<file path="config.mk">
export PLATFORM = sky130hd
export DESIGN_NAME = pulse_width_monitor
export DESIGN_NICKNAME = d
export VERILOG_FILES = /design/src/rtl/pulse_width_monitor.sv
export SDC_FILE = /design/constraint.sdc
export NUM_CORES = 1
export LEC_CHECK = 0
export BUFFER_PORTS_ARGS = -buffer_cell sky130_fd_sc_hd__buf_2
export CAP_MARGIN = 10
export CORE_MARGIN = 2
export CORE_UTILIZATION = 60
export DETAILED_ROUTE_END_ITERATION = 10
export HOLD_SLACK_MARGIN = 0.02
export MAX_ROUTING_LAYER = met4
export PLACE_DENSITY = 0.77
export SETUP_SLACK_MARGIN = 0.1
export SYNTH_ARGS = -nofsm -noshare
export SYNTH_HDL_FRONTEND = slang
export SYNTH_SLANG_ARGS = --single-unit
</file>
<file path="constraint.sdc">
create_clock -name clk -period 24.3 [get_ports clk]
set_input_delay 0 -clock clk [delete_from_list [all_inputs] [get_ports clk]]
set_output_delay 0 -clock clk [all_outputs]
set_load 0.02 [all_outputs]
</file>
<file path="src/rtl/pulse_width_monitor.sv">
// pulse_width_monitor
//
// Watches NUM_CH single-bit inputs for high runs that are too short
// (fewer than MIN_HIGH samples) or too long (more than MAX_HIGH samples;
// MAX_HIGH = 0 disables the long check). Each violation produces a
// one-cycle pulse, bumps a saturating per-channel counter and sets a
// sticky flag. Counters are read through a level request / one-cycle
// acknowledge handshake.
//
// Ports
//   clk        clock, rising edge
//   rst_n      asynchronous reset, active-high (name kept for compatibility)
//   en         monitor enable; 0 freezes run tracking
//   din        monitored bits
//   clr        synchronous clear of counters, sticky flags and run state
//   rd_req     counter read request, held until rd_ack
//   rd_ch      channel to read
//   rd_ack     one-cycle read acknowledge
//   rd_data    violation count captured for rd_ch (0 if rd_ch >= NUM_CH)
//   viol_short one-cycle pulse per short-run violation
//   viol_long  one-cycle pulse per long-run violation
//   sticky     latched per-channel violation flag
//   any_viol   OR of sticky
module pulse_width_monitor #(
    parameter int NUM_CH   = 16,
    parameter int MIN_HIGH = 5,
    parameter int MAX_HIGH = 0,
    parameter int RUN_W    = 8,
    parameter int CNT_W    = 16,
    localparam int RD_W    = (NUM_CH > 1) ? $clog2(NUM_CH) : 1
) (
    input  logic              clk,
    input  logic              rst_n,
    input  logic              en,
    input  logic [NUM_CH-1:0] din,
    input  logic              clr,
    input  logic              rd_req,
    input  logic [RD_W-1:0]   rd_ch,
    output logic              rd_ack,
    output logic [CNT_W-1:0]  rd_data,
    output logic [NUM_CH-1:0] viol_short,
    output logic [NUM_CH-1:0] viol_long,
    output logic [NUM_CH-1:0] sticky,
    output logic              any_viol
);

    localparam logic [RUN_W-1:0] MIN_R   = RUN_W'(MIN_HIGH);
    localparam logic [RUN_W-1:0] MAX_R   = RUN_W'(MAX_HIGH);
    localparam bit               LONG_EN = (MAX_HIGH != 0);

    typedef enum logic [1:0] {
        RD_IDLE = 2'd0,
        RD_ACK  = 2'd1,
        RD_HOLD = 2'd2
    } rd_state_t;

    function automatic logic [RUN_W-1:0] run_inc_sat(input logic [RUN_W-1:0] r);
        return (&r) ? r : r + RUN_W'(1);
    endfunction

    function automatic logic [CNT_W-1:0] cnt_inc_sat(input logic [CNT_W-1:0] c);
        return (&c) ? c : c + CNT_W'(1);
    endfunction

    logic [NUM_CH-1:0] prev_p0;
    logic [RUN_W-1:0]  run_p0 [NUM_CH];
    logic [NUM_CH-1:0] short_det_p0;
    logic [NUM_CH-1:0] long_det_p0;
    logic [CNT_W-1:0]  cnt_p1 [NUM_CH];
    rd_state_t         rd_state;
    rd_state_t         rd_state_nxt;
    logic [31:0]       rd_idx;
    logic [CNT_W-1:0]  rd_sel;

    // ---- stage p0: edge detection against the tracked run ----
    // A long-flagged run has run > MAX_HIGH >= MIN_HIGH at its fall, so it
    // can never also qualify as short. run == MAX_HIGH is passed exactly
    // once per run because run keeps counting up (and saturates above it).
    always_comb begin
        short_det_p0 = '0;
        long_det_p0  = '0;
        for (int i = 0; i < NUM_CH; i++) begin
            short_det_p0[i] = en && prev_p0[i] && !din[i] && (run_p0[i] < MIN_R);
            long_det_p0[i]  = LONG_EN && en && prev_p0[i] && din[i] && (run_p0[i] == MAX_R);
        end
    end

    always_ff @(posedge clk or posedge rst_n) begin
        if (rst_n) begin
            prev_p0 <= '0;
            for (int i = 0; i < NUM_CH; i++) run_p0[i] <= '0;
        end else if (clr) begin
            prev_p0 <= '0;
            for (int i = 0; i < NUM_CH; i++) run_p0[i] <= '0;
        end else if (en) begin
            prev_p0 <= din;
            for (int i = 0; i < NUM_CH; i++) begin
                case ({din[i], prev_p0[i]})
                    2'b10:   run_p0[i] <= RUN_W'(1);
                    2'b11:   run_p0[i] <= run_inc_sat(run_p0[i]);
                    2'b01:   run_p0[i] <= '0;
                    default: run_p0[i] <= run_p0[i];
                endcase
            end
        end
    end

    // ---- stage p1: violation pulses, counters, sticky flags ----
    // clr takes priority over a violation detected on the same edge.
    always_ff @(posedge clk or posedge rst_n) begin
        if (rst_n) begin
            viol_short <= '0;
            viol_long  <= '0;
            sticky     <= '0;
            for (int i = 0; i < NUM_CH; i++) cnt_p1[i] <= '0;
        end else if (clr) begin
            viol_short <= '0;
            viol_long  <= '0;
            sticky     <= '0;
            for (int i = 0; i < NUM_CH; i++) cnt_p1[i] <= '0;
        end else begin
            viol_short <= short_det_p0;
            viol_long  <= long_det_p0;
            for (int i = 0; i < NUM_CH; i++) begin
                if (short_det_p0[i] || long_det_p0[i]) begin
                    cnt_p1[i] <= cnt_inc_sat(cnt_p1[i]);
                    sticky[i] <= 1'b1;
                end
            end
        end
    end

    assign any_viol = |sticky;

    // ---- read port: counter select, handshake FSM, captured data ----
    // Out-of-range channel numbers match no entry and read back as 0.
    assign rd_idx = 32'(rd_ch);

    always_comb begin
        rd_sel = '0;
        for (int i = 0; i < NUM_CH; i++) begin
            if (rd_idx == 32'(i)) rd_sel = cnt_p1[i];
        end
    end

    always_ff @(posedge clk or posedge rst_n) begin
        if (rst_n) rd_state <= RD_IDLE;
        else       rd_state <= rd_state_nxt;
    end

    always_comb begin
        rd_state_nxt = rd_state;
        case (rd_state)
            RD_IDLE: if (rd_req) rd_state_nxt = RD_ACK;
            RD_ACK:  rd_state_nxt = RD_HOLD;
            RD_HOLD: if (!rd_req) rd_state_nxt = RD_IDLE;
            default: rd_state_nxt = RD_IDLE;
        endcase
    end

    always_comb begin
        rd_ack = (rd_state == RD_ACK);
    end

    // Data is captured on the same edge that moves IDLE->ACK and then held
    // until the next request is accepted.
    always_ff @(posedge clk or posedge rst_n) begin
        if (rst_n)                             rd_data <= '0;
        else if (rd_state == RD_IDLE && rd_req) rd_data <= rd_sel;
    end

endmodule

</file>
==> Implementation_results.wiki <==
{| class="wikitable"
! Metric !! Value
|-
| Routed vias || ~23000
|-
| Final routed wirelength across all metal layers || just over 70000 um
|-
| Dominant cells by area after synthesis || sky130_fd_sc_hd__dfrtp_1, sky130_fd_sc_hd__nor2_1, sky130_fd_sc_hd__xnor2_1
|-
| Ys Warns || 0
|-
| Kind of start point of the critical path || input port
|-
| WL per Instance || between 20 and 25 um
|-
| GRT overflow || 0
|-
| RSZ-0062 raised after global routing || no
|-
| Final count of negative-setup-slack endpoints || 0
|-
| Leading area contributor after synthesis || sky130_fd_sc_hd__dfrtp_1
|-
| Post-route non-filler standard cell count || roughly 3500
|-
| Library cell used as clock root buffer || sky130_fd_sc_hd__clkbuf_16
|-
| Most frequently used flop master after synthesis || sky130_fd_sc_hd__dfrtp_1
|-
| Nets || 2985
|-
| Number of pins with negative max-slew slack in the final report || 0
|-
| Sum of negative setup slack || 0 ns
|-
| Area of the die || 46200 um2
|-
| FP Rows || 77
|-
| First-pass GRT wire length || between 100000 and 150000 um
|-
| Worst vdd ir || a little over 60 uV
|-
| Kind of critical path || in2reg
|-
| Data required, critical path || between 20 and 25 ns
|-
| Final Util || between 60% and 70%
|-
| Proportion of synthesized flip-flops having asynchronous set or reset || 100%
|-
| Fill count || roughly 3600
|-
| Crit end category || flip-flop
|-
| Clock-pin slew of the registers on the worst-case setup and hold paths || ~0.060 ns
|-
| Postcts setup bufs || 0
|-
| Cell leakage power || between 10 and 15 nW
|-
| Number of buffers added by the clock tree synthesis step || 49
|-
| Share of the cycle needed by the critical path after routing || approximately 14%
|-
| Instance count of the mapped netlist || slightly below 3000
|-
| Area fraction of the dominant cell type after synthesis || 42.2%
|-
| Critical path arrival || 3.91 ns
|-
| Area used by multi-input combinational logic || roughly 14000 um2
|-
| Storage cell area || roughly 11000 um2
|-
| 1st-iter DRT viols || between 2000 and 3000
|-
| Slew headroom || 21.4%
|-
| Signed area change from the synthesized netlist to the final layout || 9.26%
|-
| Post-Syn Area per Cell || 9.25 um2
|-
| Smallest hold slack || between 0.05 and 0.06 ns
|-
| Result of the run || finished clean
|-
| Top-level I/O count || between 90 and 100
|-
| Switching share of power || a little over a quarter
|-
| Initial antenna violation count || 2
|-
| Die boundary width || 215 um
|-
| Buffer depth of the longest clock path || 3
|-
| # H-tree levels || 2
|-
| R2R Path Start || prev_p0[7]
|-
| Remaining design rule violation count || 0
|-
| Portion of total power attributed to the clock network || between 40 and 50%
|-
| Critical path peak fanout || 167
|-
| Clock latency at the later pin of the worst-skew pair || roughly 0.61 ns
|-
| Final worst clock skew || just over 0.02 ns
|-
| Flop-to-flop setup slack || around 21 ns
|-
| Hold WC Path Type || in2async
|-
| Number of optimization iterations in the first detailed-route pass || 6
|-
| Layout cells sized above 1 || 9.63%
|-
| Maximum clock rate || roughly 0.30 GHz
|-
| ANT nets after route || 0
|-
| Number of flip-flops and latches in the synthesized netlist || 450
|-
| Combined area of all synthesized cells || approximately 27000 um2
|-
| Via-per-instance ratio || roughly 6.5
|-
| Most instantiated library cell after synthesis || sky130_fd_sc_hd__dfrtp_1
|-
| Summed area of non-filler cells in the final layout || a little under 30000 um2
|-
| Clock tree from TritonCTS || yes
|-
| Fraction of the yosys area taken by sequential cells || 42.2%
|-
| Worst r2r dst || cnt_p1[143]
|-
| Placed Cells incl. Taps || about 3400
|-
| RD Place Congestion || around 1
|-
| Number of max-cap violations || 0
|-
| Clock Sink Count || 450
|-
| HPWL after detailed placement || a little under 50000 um
|-
| Transition time of the tightest slew-check pin || approximately 1.2 ns
|-
| Height of the die || about 210 um
|-
| Via count of the first global-routing pass || ~22000
|-
| Hold violation total from the final report || 0
|-
| Combinational fraction of design power || about a tenth
|-
| Internal power consumption || approximately 1.2 mW
|-
| Library cells used by synthesis || slightly below 90
|-
| Sequential cell fraction of total power || a little under half
|-
| Total routing resource utilization after global routing || approximately a third
|-
| Top cells by count, synth || sky130_fd_sc_hd__dfrtp_1, sky130_fd_sc_hd__nor2_1, sky130_fd_sc_hd__a21oi_1
|-
| Count of buffers inserted at the top-level ports || 74
|-
| Pin count of the biggest net entering global routing || around 170
|-
| Shortest clock period the worst path allows after layout || 3.38 ns
|-
| Cell count of the worst reg-to-reg path || 5
|-
| Core region area || roughly 44000 um2
|-
| Cell area power density || about 58 nW/um2
|-
| Number of synthesized flops with an enable pin || 0
|-
| Area of placed instances || 27300 um2
|-
| Total net switching power || 0.451 mW
|-
| Effective utilization at floorplan || between 60% and 70%
|}
worst max-delay path, stage by stage:
cell,delay [ns]
sky130_fd_sc_hd__dlygate4sd3_1,0.56
sky130_fd_sc_hd__buf_8,0.45
sky130_fd_sc_hd__buf_12,0.55
sky130_fd_sc_hd__buf_12,0.51
sky130_fd_sc_hd__and3b_1,0.25
sky130_fd_sc_hd__and4_1,0.31
sky130_fd_sc_hd__a21o_1,0.27
sky130_fd_sc_hd__or4_1,0.48
sky130_fd_sc_hd__a21oi_1,0.16
registers in the layout, summed over array words and instances (netlist names):
| name | count |
|---|---|
| viol_short | 16 |
| cnt_p1 | 256 |
| rd_state | 2 |
| run_p0 | 128 |
| rd_data | 16 |
| sticky | 16 |
| prev_p0 | 16 |
cells in the final DEF (no fill, tap or decap), types with 22 or more instances in the layout:
cell	netlist	routed
sky130_fd_sc_hd__clkbuf_16	0	50
sky130_fd_sc_hd__dfrtp_1	450	450
sky130_fd_sc_hd__or3_1	37	37
sky130_fd_sc_hd__nand2_1	151	151
sky130_fd_sc_hd__nor2b_1	26	26
sky130_fd_sc_hd__o211ai_1	22	22
sky130_fd_sc_hd__a31oi_1	27	27
sky130_fd_sc_hd__and3_1	66	66
sky130_fd_sc_hd__and4_1	57	57
sky130_fd_sc_hd__nor3_1	32	32
sky130_fd_sc_hd__nor2_1	394	394
sky130_fd_sc_hd__or4_1	22	22
sky130_fd_sc_hd__inv_1	95	93
sky130_fd_sc_hd__mux2i_1	54	54
sky130_fd_sc_hd__ha_1	48	48
sky130_fd_sc_hd__mux2_2	31	31
sky130_fd_sc_hd__xnor2_1	136	136
sky130_fd_sc_hd__a21oi_1	159	159
sky130_fd_sc_hd__nand4_1	64	64
sky130_fd_sc_hd__nor4_1	59	59
sky130_fd_sc_hd__xor2_1	99	99
sky130_fd_sc_hd__o21ai_0	120	120
sky130_fd_sc_hd__buf_2	25	72
sky130_fd_sc_hd__o2111ai_1	41	41
sky130_fd_sc_hd__a211oi_1	36	36
sky130_fd_sc_hd__nand3_1	130	130
sky130_fd_sc_hd__nand2b_1	23	23
layout make-up:
cell class / count / share of cell area [%]
Antenna cell: 2 / 0.0172
Clock inverter: 11 / 0.365
Timing Repair Buffer: 113 / 2.58
Tap cell: 592 / 2.54
Clock buffer: 78 / 5.10
Multi-Input combinational cell: 2199 / 49.5
Inverter: 99 / 1.30
Sequential cell: 450 / 38.6
logic make-up after synthesis:
kind of cell | count (synthesis) | share of synthesized area [%]
buffers and inverters | 251 | 3.96
adders and majority gates | 48 | 2.25
and+or+nand+nor | 1159 | 22.9
DFF | 450 | 42.2
muxes | 103 | 4.81
xor gates and xnor gates | 235 | 7.71
AOI/OAI and AO/OA | 638 | 16.1
other | 1 | 0.0141
what timing repair did:
item                                   CTS  global route
hold buffers                            21             0
resized for setup                        0             0
endpoints found under the hold margin  341             0
routing by layer:
| metal | global-route usage, % | vias up | share of wire (%) |
|---|---|---|---|
| li1 | - | 10700 | - |
| met1 | 45.4 | 11400 | 43 |
| met2 | 47.6 | 895 | 46 |
| met3 | 4.90 | 156 | 7.8 |
| met4 | 9.86 | 0 | 3.1 |
| met5 | - | - | 0 |
power groups by stage:
stage / Sequential [mW] / Combinational (mW) / Clock [mW]
3_5_place_dp: 0.798 / 0.161 / 0
3_3_place_gp: 0.798 / 0.158 / 0
6_report: 0.786 / 0.165 / 0.745
4_1_cts: 0.785 / 0.164 / 0.755
5_1_grt: 0.787 / 0.182 / 0.789
2_1_floorplan: 0.805 / 0.103 / 0
worst max-delay path by stage:
stage / from / cells past startpoint / slack (ns) / end
2_1_floorplan: rst_n / 1 / 11.76 / cnt_p1[0]
3_3_place_gp: clr / 8 / 21.02 / cnt_p1[91]
3_5_place_dp: clr / 9 / 20.98 / cnt_p1[154]
4_1_cts: clr / 10 / 21.01 / cnt_p1[154]
5_1_grt: clr / 10 / 20.69 / cnt_p1[154]
6_report: clr / 9 / 20.92 / cnt_p1[91]
stage by stage:
stage	power [mW]	setup WS (ns)
2_1_floorplan	0.908	11.76
3_3_place_gp	0.955	21.02
3_5_place_dp	0.959	20.98
4_1_cts	1.70	21.01
5_1_grt	1.76	20.69
6_report	1.70	20.92
(Power assumes the default switching activity.)
